<file path="config.mk">
export PLATFORM = sky130hd
export DESIGN_NAME = seq_det_prog
export DESIGN_NICKNAME = d
export VERILOG_FILES = /design/src/rtl/seq_det_prog.sv
export SDC_FILE = /design/constraint.sdc
export NUM_CORES = 1
export LEC_CHECK = 0
export ABC_AREA = 1
export BUFFER_PORTS_ARGS = -buffer_cell sky130_fd_sc_hd__buf_4
export CELL_PAD_IN_SITES_DETAIL_PLACEMENT = 1
export CELL_PAD_IN_SITES_GLOBAL_PLACEMENT = 1
export CORE_MARGIN = 2
export CORE_UTILIZATION = 40
export DETAILED_ROUTE_END_ITERATION = 16
export PLACE_DENSITY_LB_ADDON = 0.1
export REMOVE_ABC_BUFFERS = 1
export SLEW_MARGIN = 25
export SYNTH_ARGS = -nofsm -noshare
export SYNTH_HDL_FRONTEND = slang
export SYNTH_SLANG_ARGS = --single-unit
</file>
<file path="constraint.sdc">
create_clock -name clk -period 2.4 [get_ports clk]
set_input_delay 0.48 -clock clk [delete_from_list [all_inputs] [get_ports clk]]
set_output_delay 0.48 -clock clk [all_outputs]
set_load 0.02 [all_outputs]
</file>
<file path="src/rtl/seq_det_prog.sv">
// seq_det_prog: programmable serial bit-pattern detector.
// A runtime-loaded pattern (1..MAX_LEN bits) is compared against a sliding
// window of the most recent accepted bits; a hit produces a registered
// one-cycle match pulse. Overlapping or non-overlapping detection is
// selected at load time.
// Optional feature: define SEQ_DET_CNT_EN to build the saturating match
// counter; without it match_cnt is tied to zero and no counter flops exist.
module seq_det_prog #(
    parameter int MAX_LEN = 8,
    parameter int LEN_W   = $clog2(MAX_LEN + 1),
    parameter int CNT_W   = 8
) (
    input  logic               clk,
    input  logic               rstn,
    input  logic               in_valid,
    input  logic               in_bit,
    input  logic               cfg_load,
    input  logic [MAX_LEN-1:0] cfg_pattern,
    input  logic [LEN_W-1:0]   cfg_len,
    input  logic               cfg_overlap,
    output logic               match,
    output logic [CNT_W-1:0]   match_cnt
);

    // Active configuration, captured only on cfg_load
    logic [MAX_LEN-1:0] pattern_q, pattern_d;
    logic [LEN_W-1:0]   len_q, len_d;
    logic               overlap_q, overlap_d;

    // Detection state: shift history of accepted bits and how many of them
    // are still eligible to form a match
    logic [MAX_LEN-1:0] hist_q, hist_d;
    logic [LEN_W-1:0]   fill_q, fill_d;
    logic               match_q, match_d;

    // Values the state would take if the current bit is accepted
    logic [MAX_LEN-1:0] hist_next;
    logic [LEN_W-1:0]   fill_next;
    logic [MAX_LEN-1:0] len_mask;
    logic               len_ok;
    logic               hit;

    assign hist_next = {hist_q[MAX_LEN-2:0], in_bit};

    // fill saturates at MAX_LEN so a long run of bits never wraps it
    assign fill_next = (fill_q >= LEN_W'(MAX_LEN)) ? LEN_W'(MAX_LEN)
                                                   : fill_q + LEN_W'(1);

    // Only the low len bits of the window take part in the compare
    always_comb begin
        len_mask = '0;
        for (int i = 0; i < MAX_LEN; i++) begin
            len_mask[i] = (LEN_W'(i) < len_q);
        end
    end

    // len=0 and len>MAX_LEN are treated as "detector disabled"
    assign len_ok = (len_q != '0) && (len_q <= LEN_W'(MAX_LEN));

    assign hit = len_ok && (fill_next >= len_q)
                 && (((hist_next ^ pattern_q) & len_mask) == '0);

    // Next-state: cfg_load wins over a same-cycle valid bit, idle cycles hold
    always_comb begin
        pattern_d = pattern_q;
        len_d     = len_q;
        overlap_d = overlap_q;
        hist_d    = hist_q;
        fill_d    = fill_q;
        match_d   = 1'b0;
        if (cfg_load) begin
            pattern_d = cfg_pattern;
            len_d     = cfg_len;
            overlap_d = cfg_overlap;
            hist_d    = '0;
            fill_d    = '0;
        end else if (in_valid) begin
            hist_d  = hist_next;
            fill_d  = (hit && !overlap_q) ? '0 : fill_next;
            match_d = hit;
        end
    end

    // State registers with asynchronous active-low reset
    always_ff @(posedge clk or negedge rstn) begin
        if (!rstn) begin
            pattern_q <= '0;
            len_q     <= '0;
            overlap_q <= 1'b0;
            hist_q    <= '0;
            fill_q    <= '0;
            match_q   <= 1'b0;
        end else begin
            pattern_q <= pattern_d;
            len_q     <= len_d;
            overlap_q <= overlap_d;
            hist_q    <= hist_d;
            fill_q    <= fill_d;
            match_q   <= match_d;
        end
    end

    assign match = match_q;

`ifdef SEQ_DET_CNT_EN
    logic [CNT_W-1:0] cnt_q, cnt_d;

    // Counter steps with each hit and sticks at all-ones instead of wrapping
    always_comb begin
        cnt_d = cnt_q;
        if (cfg_load) begin
            cnt_d = '0;
        end else if (in_valid && hit && (cnt_q != '1)) begin
            cnt_d = cnt_q + CNT_W'(1);
        end
    end

    // Counter register shares the detector's reset
    always_ff @(posedge clk or negedge rstn) begin
        if (!rstn) begin
            cnt_q <= '0;
        end else begin
            cnt_q <= cnt_d;
        end
    end

    assign match_cnt = cnt_q;
`else
    assign match_cnt = '0;
`endif

endmodule

</file>
==> implementation parameters, run 1 <==
Parameter                              Value

Outcome
  Result of the run ... finished clean

Min path
  Class of the tightest hold or removal check ... input port to async pin

Clock tree
  Clock tree from TritonCTS ... yes
  Clock-pin transition on the worst setup and hold timing paths ... 0.15 ns
  Cell at the root of the clock tree ... clkbuf_4
  Depth of the CTS H-tree ... 1
  Number of instances resized during post-cts repair ... 0
  Hold-fix buffers, CTS ... 0
  Clk buf depth ... 2
  Skew-Pair Late Insertion Delay ... 0.33 ns
  CTS buffer count ... 3
  Post-CTS setup-driven buffer insertion count ... 0
  Number of clock sinks ... 25

STA
  Final clock skew ... 0.009803 ns
  Post-route fraction of the period consumed by the critical path ... 0.7793
  Max Freq ... 534.7 MHz
  Setup repair after global routing missed its margin ... false
  Final setup vio count ... 0
  Final Max Slew Viols ... 0
  Time the final worst path needs with I/O delays and setup ... 1.870 ns
  Number of hold violations in the final report ... 0
  Total negative slack ... 0 ns

GRT
  Initial antenna violation count ... 0
  Pin count of the biggest net entering global routing ... 27
  Overflow left after global routing ... 0
  Total GRT Usage ... 0.1815
  Wire length of the first global-routing pass ... about 5800 microns
  Number of global-route vias before repair ... roughly 1300

Yosys
  Share of async-settable or async-resettable flops after synthesis ... 1.000
  Cell count after synthesis ... about 190
  Register area share after synthesis ... 0.4288
  Area of the mapped netlist ... 1459 sq um
  YS warnings ... 0
  Mapped Avg Cell Area ... 7.760 sq um
  Synth unique cells ... 24
  Most used flip-flop cell after synthesis ... dfrtp_1
  Post-synth EDFFs ... 0
  Count of state elements after synthesis ... 25

Cells and area
  Util after Layout ... 0.4758
  Fraction of layout cells with a size suffix above 1 ... 0.2000
  Total Nets Final ... 230
  Relative area change from synthesis to final layout ... 11.41%
  Diodes inserted ... 0

Worst setup path
  R2R setup slack ... 0.53 ns
  Capturing element type of the critical path ... flip-flop
  Arrival time at the worst endpoint ... 2.10 ns
  Worst endpoint required time ... 2.63 ns
  Worst setup path class ... flip-flop to flip-flop
  Critical Path Fanout Max ... 4
  Crit start category ... flip-flop

Routing
  Initial detailed-routing violation count ... 26
  Vias per std cell ... 4.845
  Antenna-violating nets left ... 0
  Routed wire length per instance ... approximately 12 microns
  Detailed Routing Iterations Pass 1 ... 4
  Total DRC errors in the routed layout ... 0
  Routed Wire Length ... 3137 microns
  Via count ... 1216

Floorplanning
  Die height ... 64.39 microns
  Number of ports placed on the die boundary ... 27
  Starting density of the core ... 0.4271
  Area of the die ... approximately 4100 sq um
  Core area ... 3416 sq um
  Number of placement rows ... 21
  Horizontal die dimension ... 64.39 microns

Place
  Post-DP HPWL ... 2473 microns
  # port buffers ... 18
  Routability congestion estimate from global placement ... 0.7368

Flow run
  Max cap viols ... 0

Power and ir drop
  PwrDens ... 528.8 nW/um^2
  Static Leak ... 0.8730 nW
  Total Power ... 859.5 uW
  Maximum VDD drop ... 0.0001933 V
[registers in the layout, indices dropped and copies added (netlist names)]
signal / count
overlap_q: 1
len_q: 4
fill_q: 4
hist_q: 7
match: 1
pattern_q: 8
[through the flow]
| stage | worst slack (ns) | std cells | hold WS [ns] | area, sq um |
|---|---|---|---|---|
| 5_1_grt | 0.2689 | 251 | 0.02021 | 1625 |
| 4_1_cts | 0.5054 | 251 | 0.02194 | 1625 |
| 3_3_place_gp | 0.6186 | 247 | 0.4057 | 1598 |
| 2_1_floorplan | 0.7129 | 183 | 0.1844 | 1405 |
| 3_5_place_dp | 0.5240 | 247 | 0.4077 | 1598 |
| 6_report | 0.5297 | 251 | 0.01672 | 1625 |
[path summary, 6_finish.rpt]
| path | to | startpoint | cells past startpoint |
|---|---|---|---|
| max | fill_q[0]$_DFFE_PN0P_ | fill_q[0]$_DFFE_PN0P_ | 14 |
| min in group clk | pattern_q[4]$_DFFE_PN0P_ | cfg_pattern[4] | 3 |
| max reg2reg | fill_q[0]$_DFFE_PN0P_ | fill_q[0]$_DFFE_PN0P_ | 14 |
| min reg2reg | pattern_q[4]$_DFFE_PN0P_ | pattern_q[4]$_DFFE_PN0P_ | 2 |
| min | pattern_q[3]$_DFFE_PN0P_ | rstn | 1 |
| max in group asynchronous | len_q[0]$_DFFE_PN0P_ | rstn | 1 |
[area by class of cell]
| type | count | area (sq um) |
|---|---|---|
| clock buffer | 3 | 22.52 |
| sequential | 25 | 625.6 |
| tap | 46 | 57.56 |
| inverter | 30 | 112.6 |
| clock inverter | 1 | 5.005 |
| multi-input combinational | 128 | 666.9 |
| timing repair buffer | 18 | 135.1 |
| fill | 454 | 1790 |
[synthesized netlist by cell type, types with 2 or more instances]
master / number / area, sq um
o22ai_1: 7 / 43.79
clkbuf_1: 2 / 7.510
nand3_1: 5 / 25.02
nor2_2: 3 / 18.77
nand2_1: 60 / 225.2
o21ai_1: 3 / 15.01
inv_2: 4 / 15.01
a21oi_1: 2 / 10.01
ha_1: 6 / 75.07
o21ai_0: 11 / 55.05
nor2_4: 2 / 22.52
buf_4: 9 / 67.56
inv_1: 26 / 97.59
dfrtp_1: 25 / 625.6
nand2_2: 5 / 31.28
nor3_1: 2 / 10.01
nor2_1: 7 / 26.28
nand3_2: 3 / 30.03
[power breakdown]
| part | total, mW | switching [mW] | internal, mW |
|---|---|---|---|
| logic | 0.198 | 0.127 | 0.0712 |
| clock network | 0.197 | 0.134 | 0.0627 |
| registers | 0.465 | 0.0188 | 0.446 |
| total | 0.859 | 0.280 | 0.580 |
[cells in the final DEF (no fill, tap or decap), types with 3 or more instances in the layout]
master,n
buf_4,18
clkbuf_4,3
conb_1,8
dfrtp_1,25
ha_1,6
inv_1,26
inv_2,4
nand2_1,60
nand2_2,5
nand3_1,5
nand3_2,3
nor2_1,7
nor2_2,3
o21ai_0,11
o21ai_1,3
o22ai_1,7
[critical path, stage by stage (launching register included)]
cell and delay (ns):
dfrtp_1 0.41, inv_1 0.08, ha_1 0.28, inv_1 0.08, nor2_1 0.05, ha_1 0.29
nand2_1 0.06, nand2_1 0.05, nand2_1 0.04, nand3_1 0.06, nand2_1 0.06, inv_2 0.07
nand4_4 0.11, nand2_1 0.08, nand2_1 0.05
[routing by layer]
| layer | up-vias | track usage | share of wire | wire [microns] |
|---|---|---|---|---|
| met5 | - | 0 | 0 | 0 |
| met4 | 0 | 0.07713 | 0.016 | 51 |
| met3 | 5 | 0.02289 | 0.037 | 117 |
| met2 | 23 | 0.3359 | 0.51 | 1600 |
| met1 | 587 | 0.2081 | 0.44 | 1367 |
| li1 | 601 | - | - | - |
[cells by family (layout without fill, tap and decap cells)]
kind of cell | after synthesis | after routing | synth area share
AOI/OAI and AO/OA | 23 | 23 | 0.08490
xor gates and xnor gates | 1 | 1 | 0.006005
adders and majority gates | 6 | 6 | 0.05146
buffers and inverters | 42 | 52 | 0.1321
DFF | 25 | 25 | 0.4288
other | 1 | 8 | 0.002570
and+or+nand+nor | 90 | 90 | 0.2942
(Power assumes the default switching activity.)
==> inputs of run 2 (changes only) <==
--- a/config.mk
+++ b/config.mk
@@ -10,7 +10,7 @@
 export CELL_PAD_IN_SITES_DETAIL_PLACEMENT = 1
 export CELL_PAD_IN_SITES_GLOBAL_PLACEMENT = 1
 export CORE_MARGIN = 2
-export CORE_UTILIZATION = 40
+export CORE_UTILIZATION = 36
 export DETAILED_ROUTE_END_ITERATION = 16
 export PLACE_DENSITY_LB_ADDON = 0.1
 export REMOVE_ABC_BUFFERS = 1
==> constraint.sdc (replaced) <==
create_clock -name clk -period 1.5 [get_ports clk]
set_input_delay 0.3 -clock clk [delete_from_list [all_inputs] [get_ports clk]]
set_output_delay 0.3 -clock clk [all_outputs]
set_load 0.02 [all_outputs]
==> run 2 against run 1 <==
The flow now finishes with violations (negative setup slack). Flip-flop and latch count unchanged. Sequential power is 60% higher. Die area rose by 10%. Non-clock buffer count is 17 higher. Via count rose by 6.4%.
==> implementation parameters, run 2 (synthesized netlist as in run 1, its figures left out) <==
Parameter                              Value

Floorplanning
  Core area ... 3943 sq um
  Area of the die ... 4578 sq um
  Number of placement rows ... 23
  Horizontal die dimension ... 67.66 microns
  Number of ports placed on the die boundary ... 27
  Starting density of the core ... 0.3700
  Die height ... 67.66 microns

Routing
  Total DRC errors in the routed layout ... 0
  Antenna-violating nets left ... 0
  Routed Wire Length ... about 3700 microns
  Detailed Routing Iterations Pass 1 ... 4
  Initial detailed-routing violation count ... 33
  Routed wire length per instance ... 13.55 microns
  Via count ... approximately 1300
  Vias per std cell ... 4.757

STA
  Total negative slack ... -2.063 ns
  Final clock skew ... ~0.0099 ns
  Time the final worst path needs with I/O delays and setup ... around 1.9 ns
  Fin worst setup slack ... -0.4392 ns
  Max Freq ... 515.7 MHz
  Setup repair after global routing missed its margin ... true
  Number of hold violations in the final report ... 0
  Post-route fraction of the period consumed by the critical path ... 1.293
  Final Max Slew Viols ... 0
  Final setup vio count ... 5

Worst setup path
  Arrival time at the worst endpoint ... 2.11 ns
  Worst setup path class ... flip-flop to flip-flop
  Library cell contributing the largest single delay on the critical path ... dfrtp_1
  Crit path top cell by count ... nand2_1
  Critical Path Fanout Max ... 4
  Crit start category ... flip-flop
  Register-to-Register Path Depth ... 13
  Worst path cell trace ... ha_2 -> nor2_2 -> nor2_2 -> ha_1 -> nand2_1 -> inv_2 -> nand2_1 -> nand3_1 -> nand2_1 -> inv_2 -> nand4_4 -> nand2_1 -> nand2_1
  Crit-path max cell delay ... 0.44 ns
  Worst endpoint required time ... 1.67 ns
  Capturing element type of the critical path ... flip-flop
  R2R setup slack ... -0.44 ns

Clock tree
  Clk buf depth ... 2
  Number of clock sinks ... 25
  CTS buffer count ... 3
  Clock-pin transition on the worst setup and hold timing paths ... 0.10 ns
  Skew-Pair Late Insertion Delay ... between 0.2 and 0.3 ns
  Clock tree from TritonCTS ... yes
  Cell at the root of the clock tree ... clkbuf_8
  Depth of the CTS H-tree ... 1

GRT
  Total GRT Usage ... 0.1775
  Overflow left after global routing ... 0
  Pin count of the biggest net entering global routing ... 27
  Wire length of the first global-routing pass ... 6023 microns
  Initial antenna violation count ... 0
  Number of global-route vias before repair ... 1355

Cells and area
  Number of fill cells in the layout ... roughly 500
  Relative area change from synthesis to final layout ... 25.64%
  Diodes inserted ... 0
  Fraction of layout cells with a size suffix above 1 ... 0.3333
  Total Nets Final ... about 250
  Commonest non-fill, non-tap cells in the layout ... nand2_1, buf_4, dfrtp_1, inv_1
  Most common cell after layout, fill and taps aside ... nand2_1
  Flip-flop count of the largest register, all copies and words added ... 8
  Largest register by flop count ... pattern_q
  Finished layout cell area ... 1833 sq um
  Largest registers ... pattern_q: 8 flops, hist_q: 7 flops

Outcome
  Violated checks ... negative setup slack
  Result of the run ... complete, but fails checks

Place
  Routability congestion estimate from global placement ... 0.7573
  Cell area after placement ... 1648 sq um
  Post-DP HPWL ... 2615 microns
  Pre-CTS WS ... -0.4206 ns
  # port buffers ... 18

Power and ir drop
  Maximum VDD drop ... 0.0004093 V
  Static Leak ... 0.9649 nW
  PwrDens ... 853.6 nW/um^2
  Total Power ... 1.565 mW

Min path
  Class of the tightest hold or removal check ... input port to flip-flop
  Hold path depth ... 3

Flow run
  Max cap viols ... 0
## run 2: cell count changes in the layout (fill, tap and decap cells not counted), sizes merged
| cell | previous run | this run |
|---|---|---|
| dlygate4sd3 | 0 | 1 |
| buf | 18 | 34 |
| inv | 30 | 31 |
| clkinv | 1 | 0 |
## run 2: metrics by stage
stage | hold WS, ns | std cells | utilization
floorplan | 0.004409 | 183 | -
global placement | 0.2252 | 257 | 0.4180
detailed placement | 0.2347 | 257 | 0.4180
CTS | 0.2074 | 272 | 0.4605
global route | 0.2124 | 272 | 0.4649
finish | 0.2100 | 272 | 0.4649
## run 2: report_power, final
part / internal [mW] / switching (mW) / total (mW)
Clock: 0.195 / 0.248 / 0.444
Combinational: 0.148 / 0.229 / 0.377
Sequential: 0.713 / 0.0304 / 0.744
## run 2: per-layer routing
layer,part of all wire,wire length [microns],global-route usage,vias up
met5,0,0,0,-
li1,-,-,-,635
met3,0.031,114,0.02500,4
met4,0.0068,25,0.03571,0
met2,0.52,1911,0.3235,25
met1,0.44,1635,0.2208,630
## run 2: repair_timing
item	CTS	global route
pin swaps	9	9
resized for setup	10	7
endpoints found under the hold margin	25	0
endpoints found under the setup margin	5	5
hold buffers	1	0
gates cloned	0	0
buffers inserted	10	0
## run 2: area by class of cell
class	instances	area [sq um]	area share
flip-flops and latches	25	625.6	0.3413
clock inverters	1	8.758	0.004778
inverters	30	112.6	0.06143
multi-input cells	128	716.9	0.3911
well taps	50	62.56	0.03413
repair buffers	35	265.3	0.1447
clock buffers	3	41.29	0.02253
## run 2: worst paths after layout
check | start | to
setup / recovery | fill_q[0]$_DFFE_PN0P_ | fill_q[1]$_DFFE_PN0P_
setup reg to reg | fill_q[0]$_DFFE_PN0P_ | fill_q[1]$_DFFE_PN0P_
hold / removal | cfg_pattern[4] | pattern_q[4]$_DFFE_PN0P_
max in group asynchronous | rstn | fill_q[3]$_DFFE_PN0P_
min in group asynchronous | rstn | pattern_q[3]$_DFFE_PN0P_
hold reg to reg | pattern_q[4]$_DFFE_PN0P_ | pattern_q[4]$_DFFE_PN0P_
## run 2: worst max-delay path, delay by kind of cell (launching register included)
| family | cells | cell delay [ns] |
|---|---|---|
| adder cells (fa/ha/maj) | 2 | 0.52 |
| AND/OR/NAND/NOR | 9 | 0.72 |
| flip-flops | 1 | 0.44 |
| buffers and inverters | 2 | 0.14 |
